==> config.mk <==
export PLATFORM = sky130hd
export DESIGN_NAME = alu_forward_ctrl
export DESIGN_NICKNAME = d
export VERILOG_FILES = /design/src/rtl/alu_forward_ctrl.sv
export SDC_FILE = /design/constraint.sdc
export NUM_CORES = 1
export LEC_CHECK = 0
export CAP_MARGIN = 30
export CORE_MARGIN = 2
export CORE_UTILIZATION = 40
export DETAILED_ROUTE_END_ITERATION = 8
export PLACE_DENSITY = 0.76
export SLEW_MARGIN = 10
export SYNTH_ARGS = -nofsm -noshare
export SYNTH_HDL_FRONTEND = slang
export SYNTH_SLANG_ARGS = --single-unit
==> constraint.sdc <==
create_clock -name clk -period 5.5 [get_ports clk]
set_input_delay 1.1 -clock clk [delete_from_list [all_inputs] [get_ports clk]]
set_output_delay 1.1 -clock clk [all_outputs]
set_load 0.01 [all_outputs]
==> src/rtl/alu_forward_ctrl.sv <==
// -----------------------------------------------------------------------------
// alu_forward_ctrl
//
// Forwarding and load-use hazard controller for the semiMIPS five-stage
// pipeline. Destination tags of the instructions in EX, MEM and WB are tracked
// in three slots. From these tags and the instruction currently in ID the block
// derives:
//   * the ALU operand forwarding selects. They are computed while the consumer
//     sits in ID and registered, so they are valid while it occupies EX.
//   * the load-use stall and the ID/EX bubble request for the front end.
//   * a saturating count of stall cycles.
//
// Ports
//   clk          pipeline clock, all state updates on the rising edge
//   rst          asynchronous, active-high reset
//   id_valid     ID stage holds a real instruction
//   id_rs/id_rt  source register numbers of the ID instruction
//   id_use_rs/id_use_rt  ID instruction actually reads rs / rt
//   id_dest      destination register of the ID instruction
//   id_regwrite  ID instruction writes id_dest
//   id_memread   ID instruction is a load
//   flush        branch/jump redirect, squashes the ID instruction
//   fwd_a/fwd_b  operand mux selects: 00 register file, 10 EX/MEM ALU result,
//                01 MEM/WB writeback value (11 is never driven)
//   stall        hold PC and IF/ID this cycle (combinational)
//   bubble       ID/EX loads a NOP this cycle (combinational)
//   stall_cnt    saturating count of stall cycles
// -----------------------------------------------------------------------------
module alu_forward_ctrl #(
    parameter int RADDR = 5,
    parameter int CNTW  = 16
) (
    input  logic             clk,
    input  logic             rst,
    input  logic             id_valid,
    input  logic [RADDR-1:0] id_rs,
    input  logic [RADDR-1:0] id_rt,
    input  logic             id_use_rs,
    input  logic             id_use_rt,
    input  logic [RADDR-1:0] id_dest,
    input  logic             id_regwrite,
    input  logic             id_memread,
    input  logic             flush,
    output logic [1:0]       fwd_a,
    output logic [1:0]       fwd_b,
    output logic             stall,
    output logic             bubble,
    output logic [CNTW-1:0]  stall_cnt
);

    typedef enum logic [1:0] {
        FWD_REG = 2'b00,   // register file read data
        FWD_WB  = 2'b01,   // MEM/WB writeback value
        FWD_ALU = 2'b10    // EX/MEM ALU result
    } fwd_sel_t;

    // Tag information carried down the pipeline for one instruction.
    typedef struct packed {
        logic             valid;
        logic [RADDR-1:0] dest;
        logic             regwrite;
        logic             memread;
    } slot_t;

    localparam logic [CNTW-1:0] CNT_ONE = CNTW'(1);

    slot_t    ex_slot;
    slot_t    mem_slot;
    slot_t    wb_slot;
    slot_t    id_entry;

    fwd_sel_t fwd_a_q;
    fwd_sel_t fwd_b_q;
    fwd_sel_t fwd_a_next;
    fwd_sel_t fwd_b_next;

    logic     load_use_rs;
    logic     load_use_rt;

    // A slot produces register r only if it really writes it; r0 is hardwired
    // to zero, so it is never a forwarding or stall source.
    function automatic logic produces(input slot_t s, input logic [RADDR-1:0] r);
        return s.valid && s.regwrite && (s.dest == r) && (r != '0);
    endfunction

    // Nearer producer wins. A load in EX has no ALU result to forward; that
    // case is covered by the stall, after which the load sits in MEM.
    function automatic fwd_sel_t select_src(
        input logic             used,
        input logic [RADDR-1:0] r,
        input slot_t            ex_s,
        input slot_t            mem_s
    );
        if (!used) begin
            return FWD_REG;
        end
        if (produces(ex_s, r) && !ex_s.memread) begin
            return FWD_ALU;
        end
        if (produces(mem_s, r)) begin
            return FWD_WB;
        end
        return FWD_REG;
    endfunction

    // -------------------------------------------------------------------------
    // Hazard detection
    // -------------------------------------------------------------------------
    assign load_use_rs = id_use_rs && produces(ex_slot, id_rs) && ex_slot.memread;
    assign load_use_rt = id_use_rt && produces(ex_slot, id_rt) && ex_slot.memread;

    // A redirect squashes the ID instruction, so its hazard is moot: flush wins.
    assign stall  = id_valid && !flush && (load_use_rs || load_use_rt);
    assign bubble = stall || flush || !id_valid;

    // -------------------------------------------------------------------------
    // Next EX slot and next forwarding selects
    // -------------------------------------------------------------------------
    always_comb begin
        // NOTE: every variable written here gets a default first, so no path
        // leaves it unassigned and no latch is inferred.
        id_entry   = '0;
        fwd_a_next = FWD_REG;
        fwd_b_next = FWD_REG;

        // A bubbled slot is kept all-zero, not just marked invalid, so stale
        // tags never linger in the pipeline.
        if (!bubble) begin
            id_entry.valid    = 1'b1;
            id_entry.dest     = id_dest;
            id_entry.regwrite = id_regwrite;
            id_entry.memread  = id_memread;

            fwd_a_next = select_src(id_use_rs, id_rs, ex_slot, mem_slot);
            fwd_b_next = select_src(id_use_rt, id_rt, ex_slot, mem_slot);
        end
    end

    // -------------------------------------------------------------------------
    // Tag pipeline and registered selects
    // -------------------------------------------------------------------------
    always_ff @(posedge clk or posedge rst) begin
        if (rst) begin
            ex_slot  <= '0;
            mem_slot <= '0;
            wb_slot  <= '0;
            fwd_a_q  <= FWD_REG;
            fwd_b_q  <= FWD_REG;
        end else begin
            // NOTE: non-blocking assignments let the slots shift as a true
            // pipeline; each slot loads its upstream neighbour's old value.
            ex_slot  <= id_entry;
            mem_slot <= ex_slot;
            wb_slot  <= mem_slot;
            fwd_a_q  <= fwd_a_next;
            fwd_b_q  <= fwd_b_next;
        end
    end

    assign fwd_a = fwd_a_q;
    assign fwd_b = fwd_b_q;

    // -------------------------------------------------------------------------
    // Stall performance counter, saturates at all-ones
    // -------------------------------------------------------------------------
    always_ff @(posedge clk or posedge rst) begin
        if (rst) begin
            stall_cnt <= '0;
        end else if (stall && (stall_cnt != '1)) begin
            stall_cnt <= stall_cnt + CNT_ONE;
        end
    end

    // -------------------------------------------------------------------------
    // Invariants. The WB slot only ages tags; the register file writes before
    // it reads, so WB producers never need forwarding. Its contents are kept
    // for debug and checked here together with the other slots.
    // -------------------------------------------------------------------------
    always @(posedge clk) begin
        if (!rst) begin
            assert (ex_slot.valid  || (ex_slot  == '0));
            assert (mem_slot.valid || (mem_slot == '0));
            assert (wb_slot.valid  || (wb_slot  == '0));
            assert (fwd_a_q != 2'b11);
            assert (fwd_b_q != 2'b11);
        end
    end

endmodule

==> results.toml, run 1 <==
[outcome]
outcome = "finished clean"

[detailed_routing]
drtIter0Drc = 73
routed_wl_microns = 3550
drtAntennaViolNets = 0
vias = 1359
first_pass_iters = 4
drc_errors = 0
vias_per_cell = 5.052
post_drt_wl_per_cell_microns = 13.20

[synthesis]
synth_edf_count = 0
yosys.area_share.simple_pct = 23.80
synth.distinct_cells = 35
synthXorXnorAreaFrac_pct = 16.76
synth_area_leaders = "dfrtp_1, xnor2_1, xor2_1, nand3_1, and2_1"
synth-adder-area-share_pct = 0.7042
ys.flop_type = "dfrtp_1"
synth_cells = 164
muxShareOfSynthArea_pct = 1.268
synth-seq-cells = 35
synth_top_family_by_area = "simple AND/OR/NAND/NOR gates"
ys_top_cells_by_count = "dfrtp_1, xnor2_1, nand3_1"
ys_seq_area_share_pct = 49.30
synthesis.area_sq_um = 1777
yosysWarningCount = 0
synth_most_common_cell = "dfrtp_1"
syn_nets = 188
async_flop_share_pct = 100.0
synth_compound_area_share_pct = 6.901
synth_top_area_share_pct = 49.30
synth_top_cell_by_area = "dfrtp_1"
synth_area_per_cell_sq_um = 10.83

[clocking]
cts.sinks = 35
post_cts_buffers = 0
cts_resized = 0
cts_root_buf = "clkbuf_8"
h-tree-depth = 2
hold_buffers = 0
cts_buffers = 5
cts_buffer_depth = 2
cts_tree = "built"
clk_pin_slew_worst_paths_ns = 0.07
clkLatencyLatePin_ns = 0.28

[setup_path]
worstSetupPathType = "in -> out"
reg2reg_to = "stall_cnt[1]$_DFFE_PP0P_"
path_common_cell = "clkdlybuf4s50_1"
crit_slowest_cell = "or4_4"
cpPeakStageDelay_ns = 0.56
cp-start-kind = "input pin"
arrival_ns = 3.46
r2r_cells = 6
crit_required_ns = 4.40
path_max_fanout = 15
cp_cell_sequence = "clkdlybuf4s50_1 > or4_4 > nor2_2 > o32ai_4 > buf_4 > a21oi_2 > inv_1 > clkdlybuf4s50_1"
reg2reg_from = "stall_cnt[0]$_DFFE_PP0P_"
r2r_setup_slack_ns = 3.31
critPathCaptureType = "output pin"

[power_and_ir_drop]
switching_share_pct = 22.77
intPower_uw = 402.7
comb_power_share_pct = 9.5
ir_drop_v = 0.0001552
p_clk_share_pct = 39.4
powerDensity_nw_per_um2 = 218.2
p_leak_uw = 0.0009915
p_seq_share_pct = 51.1
p_switching_uw = 118.8

[sta]
hold_violations = 0
setup_tns_ns = 0
rsz0062_at_grt = "false"
relSlewSlack_pct = 62.78
fin_skew_ns = 0.006958
period_minus_slack_ns = 4.562
setup_viol = 0
worst_pin_slew_ns = 0.5584
maxSlewViolCount = 0
period_share_pct = 82.95
fmax_ghz = 0.2192

[layout]
diodes = 0
final_cells = 269
nets = 240
fill_cells = 404
areaGrowthSynthToFinish_pct = 34.51
final_util_pct = 55.27
drive_above_1_share_pct = 7.373

[global_route]
grt_pass1_wl_microns = 5913
grt-ovfl-total = 0
track_usage_pct = 14.90
antenna_found_initial = 0
grt_pass1_vias = 1275
grt_max_degree = 36

[hold_path]
hold_class = "reg -> reg"
holdPathStages = 0
min_to = "mem_slot[7]$_DFF_PP0_"
min_from = "ex_slot[7]$_DFF_PP0_"

[floorplanning]
dieWidth_microns = 70.65
die_y_microns = 70.65
start_util_pct = 41.09
rows = 24
dieArea_sq_um = 4991
ios = 45
core_sq_um = 4324

[run]
maxCapViolCount = 0

[place]
post-place-cells = 261
dpl.hpwl_microns = 2793
portBuffers = 44
routabilityCongestion = 0.7900
[layout make-up]
| class | count | area, sq um | area share (%) |
|---|---|---|---|
| multi-input cells | 125 | 878.3 | 36.75 |
| flip-flops and latches | 35 | 875.8 | 36.65 |
| repair buffers | 46 | 455.4 | 19.06 |
| clock buffers | 7 | 96.34 | 4.031 |
| well taps | 52 | 65.06 | 2.723 |
| inverters | 3 | 11.26 | 0.4712 |
| clock inverters | 1 | 7.507 | 0.3141 |
[worst max path at each step]
stage                         to  slack (ns)  startpoint  cells after the start
after floorplan           bubble        2.16    id_rs[1]                      5
after global placement    bubble        0.99    id_rs[1]                      8
after detailed placement  bubble        0.91    id_rs[1]                      8
after CTS                 bubble        0.90    id_rs[1]                      8
after global routing      bubble        0.78    id_rs[1]                      8
final                     bubble        0.94    id_rs[1]                      8
[worst max-delay path: cells and delay by family]
kind / cells / cell delay (ns)
AO/OA/AOI/OAI: 2 / 0.41
AND/OR/NAND/NOR: 2 / 0.72
buffers and inverters: 4 / 1.22
[metal layers]
metal | vias to the layer above | routed length [microns] | global-route usage, %
li1 | 689 | - | -
met1 | 639 | 1731 | 20.94
met2 | 29 | 1694 | 23.90
met3 | 2 | 113 | 2.991
met4 | 0 | 10 | 3.774
met5 | - | 0 | 0
[cells by family after synthesis]
family | count (synthesis)
flops | 35
fa+ha+maj | 1
simple gates | 73
buf+inv | 4
mux | 2
xor+xnor | 34
compound gates | 15
[placed cells by master, fill, tap and decap left out, types with 2 or more instances in the layout]
cell and instances:
a211oi_1 4, a21oi_1 2, and2_1 8, and3_1 6, and4_1 2, buf_4 2, clkbuf_8 7, clkdlybuf4s50_1 44
dfrtp_1 35, inv_1 3, nand2_1 8, nand3_1 15, nand3b_1 2, nand4_1 6, nand4b_1 2, nand4bb_1 2
nor2_1 8, nor3_1 4, nor4_1 3, o21ai_0 4, xnor2_1 22, xor2_1 12
[state kept, by name, summed over array words and instances, names as in the netlist]
name / flops
fwd_a: 2
fwd_b: 2
ex_slot: 8
mem_slot: 7
stall_cnt: 16
[per-stage QoR]
stage          hold slack, ns  power, uW  setup WS (ns)  area [sq um]
5_1_grt                0.4683      538.1         0.7844          2390
2_1_floorplan          0.3793      294.8          2.164          1777
3_3_place_gp           0.4172      321.0         0.9856          2286
4_1_cts                0.4387      524.9         0.9003          2390
3_5_place_dp           0.4225      322.0         0.9106          2286
6_report               0.4442      521.5         0.9377          2390
[power by group through the flow]
| stage | Clock (uW) | Sequential [uW] | Combinational (uW) |
|---|---|---|---|
| global route | 216 | 267 | 54.9 |
| detailed placement | 0 | 271 | 50.5 |
| finish | 205 | 266 | 49.7 |
| CTS | 208 | 266 | 50.6 |
| global placement | 0 | 271 | 49.8 |
| floorplan | 0 | 270 | 24.9 |
Power figures use the tool's default switching activity.
==> inputs of run 2 (changes only) <==
--- a/config.mk
+++ b/config.mk
@@ -9,7 +9,7 @@
 export CORE_MARGIN = 2
 export CORE_UTILIZATION = 40
 export DETAILED_ROUTE_END_ITERATION = 8
-export PLACE_DENSITY = 0.76
+export PLACE_DENSITY = 0.79
 export SLEW_MARGIN = 10
 export SYNTH_ARGS = -nofsm -noshare
 export SYNTH_HDL_FRONTEND = slang
==> constraint.sdc (replaced) <==
create_clock -name clk -period 4.1 [get_ports clk]
set_input_delay 0.82 -clock clk [delete_from_list [all_inputs] [get_ports clk]]
set_output_delay 0.82 -clock clk [all_outputs]
set_load 0.01 [all_outputs]
==> run 2 against run 1 <==
  * Sequential cell count unchanged
  * Global-route usage increased by 1.1 points
  * Routed wire length increased by 2.6%
  * Power increased by 32%
  * Die area unchanged
  * Via count increased by 4.0%
  * First-iteration DRC count increased by 19%
  * Design area increased by 0.16%
  * Hold slack got worse by 0.019 ns
  * Critical path type unchanged
  * Critical endpoint unchanged
==> results.toml, run 2 (same netlist as run 1, synthesis figures left out) <==
[run]
maxCapViolCount = 0

[layout]
mostFrequentLayoutCells = "clkdlybuf4s50_1, dfrtp_1, xnor2_1, nand3_1, xor2_1"
largest_registers = "stall_cnt x16, ex_slot x8, mem_slot x7"
drive_above_1_share_pct = 7.339
largest_reg_flops = 16
diodes = 0
final_util_pct = 55.35
top_register = "stall_cnt"
fill_cells = 373
areaGrowthSynthToFinish_pct = 34.72
final_common_cell = "clkdlybuf4s50_1"
nets = 241

[sta]
fin_skew_ns = 0.006561
setup_tns_ns = 0
period_minus_slack_ns = 3.676
worst_pin_slew_ns = 0.5520
rsz0062_at_grt = "false"
period_share_pct = 89.65
maxSlewViolCount = 0
relSlewSlack_pct = 63.20
hold_violations = 0
fmax_ghz = 0.2721
setup_viol = 0

[floorplanning]
ios = 45
rows = 24
dieArea_sq_um = 4991
dieWidth_microns = 70.65
die_y_microns = 70.65
start_util_pct = 41.09
core_sq_um = 4324

[clocking]
clkLatencyLatePin_ns = 0.28
hold_buffers = 0
post_cts_buffers = 0
cts_buffers = 5
cts_resized = 0
clk_pin_slew_worst_paths_ns = 0.07
h-tree-depth = 2
cts_buffer_depth = 2
cts_root_buf = "clkbuf_8"
cts.sinks = 35
cts_tree = "built"

[power_and_ir_drop]
intPower_uw = 541.4
switching_share_pct = 21.56
p_leak_uw = 0.0009976
p_seq_share_pct = 51.8
p_clk_share_pct = 38.3
powerDensity_nw_per_um2 = 288.4
p_switching_uw = 148.8
ir_drop_v = 0.0002214
comb_power_share_pct = 9.9

[setup_path]
worstSetupPathType = "in -> out"
cp-start-kind = "input pin"
crit_slowest_cell = "or4_4"
r2r_cells = 6
r2r_setup_slack_ns = 1.95
path_common_cell = "clkdlybuf4s50_1"
cpPeakStageDelay_ns = 0.57
crit_required_ns = 3.28
arrival_ns = 2.86
critPathCaptureType = "output pin"
path_max_fanout = 3
reg2reg_to = "stall_cnt[1]$_DFFE_PP0P_"
reg2reg_from = "stall_cnt[0]$_DFFE_PP0P_"
cp_cell_sequence = "clkdlybuf4s50_1 > or4_4 > nor2_2 > o32ai_4 > a21oi_2 > inv_1 > clkdlybuf4s50_1"

[detailed_routing]
drc_errors = 0
vias = 1414
drtIter0Drc = 87
drtAntennaViolNets = 0
vias_per_cell = 5.237
routed_wl_microns = 3641
post_drt_wl_per_cell_microns = 13.49
first_pass_iters = 4

[global_route]
antenna_found_initial = 0
grt-ovfl-total = 0
grt_pass1_vias = 1403
track_usage_pct = 15.98
grt_max_degree = 36
grt_pass1_wl_microns = 6444

[place]
portBuffers = 44
routabilityCongestion = 0.8745
dpl.hpwl_microns = 2817

[outcome]
outcome = "finished clean"

[hold_path]
min_from = "ex_slot[1]$_DFF_PP0_"
holdPathStages = 0
hold_class = "reg -> reg"
min_to = "mem_slot[1]$_DFF_PP0_"
-- run 2: metal layers --
layer | global-route usage [%] | vias to the layer above | wire length (microns)
met5 | 0 | - | 0
met4 | 6.080 | 0 | 62
met3 | 2.991 | 6 | 151
met2 | 26.42 | 37 | 1736
met1 | 21.03 | 685 | 1690
li1 | - | 686 | -
-- run 2: metrics by stage --
| stage | cells | power, uW | hold slack, ns | instance area (sq um) | worst slack [ns] |
|---|---|---|---|---|---|
| final | 270 | 690.3 | 0.4249 | 2394 | 0.4244 |
| after global routing | 270 | 721.2 | 0.4405 | 2394 | 0.3279 |
| after CTS | 270 | 700.8 | 0.4332 | 2394 | 0.4214 |
| after detailed placement | 262 | 432.9 | 0.4150 | 2293 | 0.4337 |
| after global placement | 262 | 431.3 | 0.4166 | 2293 | 0.4503 |
| after floorplan | 164 | 395.5 | 0.3793 | 1777 | 1.324 |
-- run 2: power by group through the flow --
stage	registers (uW)	clock network (uW)	logic (uW)
floorplan	362	0	33.4
global placement	364	0	67.6
detailed placement	364	0	68.8
CTS	357	274	69.2
global route	358	287	75.8
finish	358	265	68.2
-- run 2: cell type report --
class | count | area, sq um | area share [%]
Tap cell | 52 | 65.06 | 2.718
Timing Repair Buffer | 47 | 462.9 | 19.34
Clock buffer | 8 | 100.1 | 4.182
Sequential cell | 35 | 875.8 | 36.59
Multi-Input combinational cell | 125 | 878.3 | 36.70
Inverter | 3 | 11.26 | 0.4705
-- run 2: worst max path at each step --
stage	depth (start not counted)	from	end
floorplan	5	id_rs[1]	bubble
global placement	7	id_rs[1]	bubble
detailed placement	7	id_rs[1]	bubble
CTS	7	id_rs[1]	bubble
global route	6	id_rs[4]	stall
finish	7	id_rs[1]	bubble
-- run 2: critical path, delay by kind of cell --
| kind | cells | cell delay (ns) |
|---|---|---|
| compound gates | 2 | 0.31 |
| simple gates | 2 | 0.73 |
| buf+inv | 3 | 0.99 |
==> inputs of run 3 (changes only) <==
--- a/config.mk
+++ b/config.mk
@@ -7,9 +7,9 @@
 export LEC_CHECK = 0
 export CAP_MARGIN = 30
 export CORE_MARGIN = 2
-export CORE_UTILIZATION = 40
+export CORE_UTILIZATION = 44
 export DETAILED_ROUTE_END_ITERATION = 8
-export PLACE_DENSITY = 0.79
+export PLACE_DENSITY = 0.85
 export SLEW_MARGIN = 10
 export SYNTH_ARGS = -nofsm -noshare
 export SYNTH_HDL_FRONTEND = slang
==> run 3 against run 2 <==
  * Register-to-register slack worse by 0.14 ns
  * Setup slack got worse by 0.0043 ns
  * Routed wire length increased by 2.0%
  * Via count decreased by 1.3%
  * Largest power group unchanged
  * Maximum frequency shrank 0.12%
  * Sequential cell count did not move
  * Design area is 0.73% lower
==> results.toml, run 3 (same netlist as run 1, synthesis figures left out) <==
[outcome]
outcome = "finished clean"

[detailed_routing]
routed_wl_microns = 3715
post_drt_wl_per_cell_microns = 13.86
drtIter0Drc = 60
vias_per_cell = 5.205
drc_errors = 0
vias = 1395
first_pass_iters = 4
drtAntennaViolNets = 0

[sta]
fin_ws_ns = 0.4200
period_share_pct = 89.76
maxSlewViolCount = 0
setup_viol = 0
setup_tns_ns = 0
whs_ns = 0.4340
period_minus_slack_ns = 3.680
worst_pin_slew_ns = 0.5910
fin_skew_ns = 0.005887
fmax_ghz = 0.2717
relSlewSlack_pct = 60.24
rsz0062_at_grt = "false"
hold_violations = 0

[setup_path]
path_max_fanout = 3
cp-start-kind = "input pin"
r2r_cells = 6
reg2reg_to = "stall_cnt[1]$_DFFE_PP0P_"
worstSetupPathType = "in -> out"
critPathCaptureType = "output pin"
arrival_ns = 2.86
crit_required_ns = 3.28
reg2reg_from = "stall_cnt[0]$_DFFE_PP0P_"
r2r_setup_slack_ns = 1.81

[place]
place_area_sq_um = 2291
dpl.hpwl_microns = 2898
post-place-cells = 260
portBuffers = 44
pre_cts_ws_ns = 0.4281
routabilityCongestion = 0.9379

[clocking]
cts_buffers = 5
cts_root_buf = "clkbuf_8"
cts_resized = 0
h-tree-depth = 2
hold_buffers = 0
clk_pin_slew_worst_paths_ns = 0.07
clkLatencyLatePin_ns = 0.28
cts.sinks = 35
cts_tree = "built"
cts_buffer_depth = 2
post_cts_buffers = 0

[layout]
areaGrowthSynthToFinish_pct = 33.73
mostFrequentLayoutCells = "clkdlybuf4s50_1, dfrtp_1, xnor2_1, nand3_1, xor2_1"
largest_registers = "stall_cnt x16, ex_slot x8, mem_slot x7"
final_common_cell = "clkdlybuf4s50_1"
diodes = 0
largest_reg_flops = 16
drive_above_1_share_pct = 7.339
nets = 241
final_cells = 268
top_register = "stall_cnt"
fin_area_sq_um = 2376

[global_route]
track_usage_pct = 18.57
grt_pass1_wl_microns = 6141
grt-ovfl-total = 0
grt_max_degree = 36
grt_pass1_vias = 1390
antenna_found_initial = 0

[floorplanning]
die_y_microns = 67.55
dieWidth_microns = 67.55
ios = 45
core_sq_um = 3943
start_util_pct = 45.07
dieArea_sq_um = 4562
rows = 23

[hold_path]
hold_class = "reg -> reg"
holdPathStages = 0
min_to = "mem_slot[1]$_DFF_PP0_"
min_from = "ex_slot[1]$_DFF_PP0_"

[power_and_ir_drop]
p_leak_uw = 0.0009873
ir_drop_v = 0.0002342
powerDensity_nw_per_um2 = 278.3

[run]
maxCapViolCount = 0
run 3: area by class of cell:
type                       count  area (sq um)
clock buffer                   6         72.57
clock inverter                 2         12.51
tap                           50         62.56
timing repair buffer          47         462.9
inverter                       3         11.26
multi-input combinational    125         878.3
fill                         306          1567
sequential                    35         875.8
run 3: worst max path at each step:
stage                   from  slack, ns      to  depth (start not counted)
floorplan           id_rs[1]       1.32  bubble                          5
global placement    id_rs[1]       0.45  bubble                          7
detailed placement  id_rs[1]       0.43  bubble                          7
CTS                 id_rs[1]       0.42  bubble                          7
global route        id_rs[3]       0.34   stall                          6
finish              id_rs[1]       0.42  bubble                          7
run 3: per-layer routing:
layer / vias up / track usage [%] / share of wire [%]
li1: 683 / - / -
met1: 663 / 23.06 / 42
met2: 41 / 30.64 / 51
met3: 8 / 5.167 / 5.0
met4: 0 / 7.143 / 1.9
met5: - / 0 / 0
run 3: report_power, final:
part	switching [uW]	internal, uW	leakage [uW]
logic	31.4	37.0	0.000466
clock network	117	118	0.0000412
registers	6.61	351	0.000480
run 3: per-stage QoR:
| stage | total power [uW] | util, % |
|---|---|---|
| 2_1_floorplan | 395.5 | - |
| 3_3_place_gp | 430.8 | 58.11 |
| 3_5_place_dp | 432.9 | 58.11 |
| 4_1_cts | 667.8 | 60.27 |
| 5_1_grt | 693.3 | 60.27 |
| 6_report | 661.2 | 60.27 |
run 3: worst max-delay path, cell delays in order:
cell             delay (ns)
clkdlybuf4s50_1        0.47
or4_4                  0.57
nor2_2                 0.15
o32ai_4                0.11
a21oi_2                0.20
inv_1                  0.06
clkdlybuf4s50_1        0.47
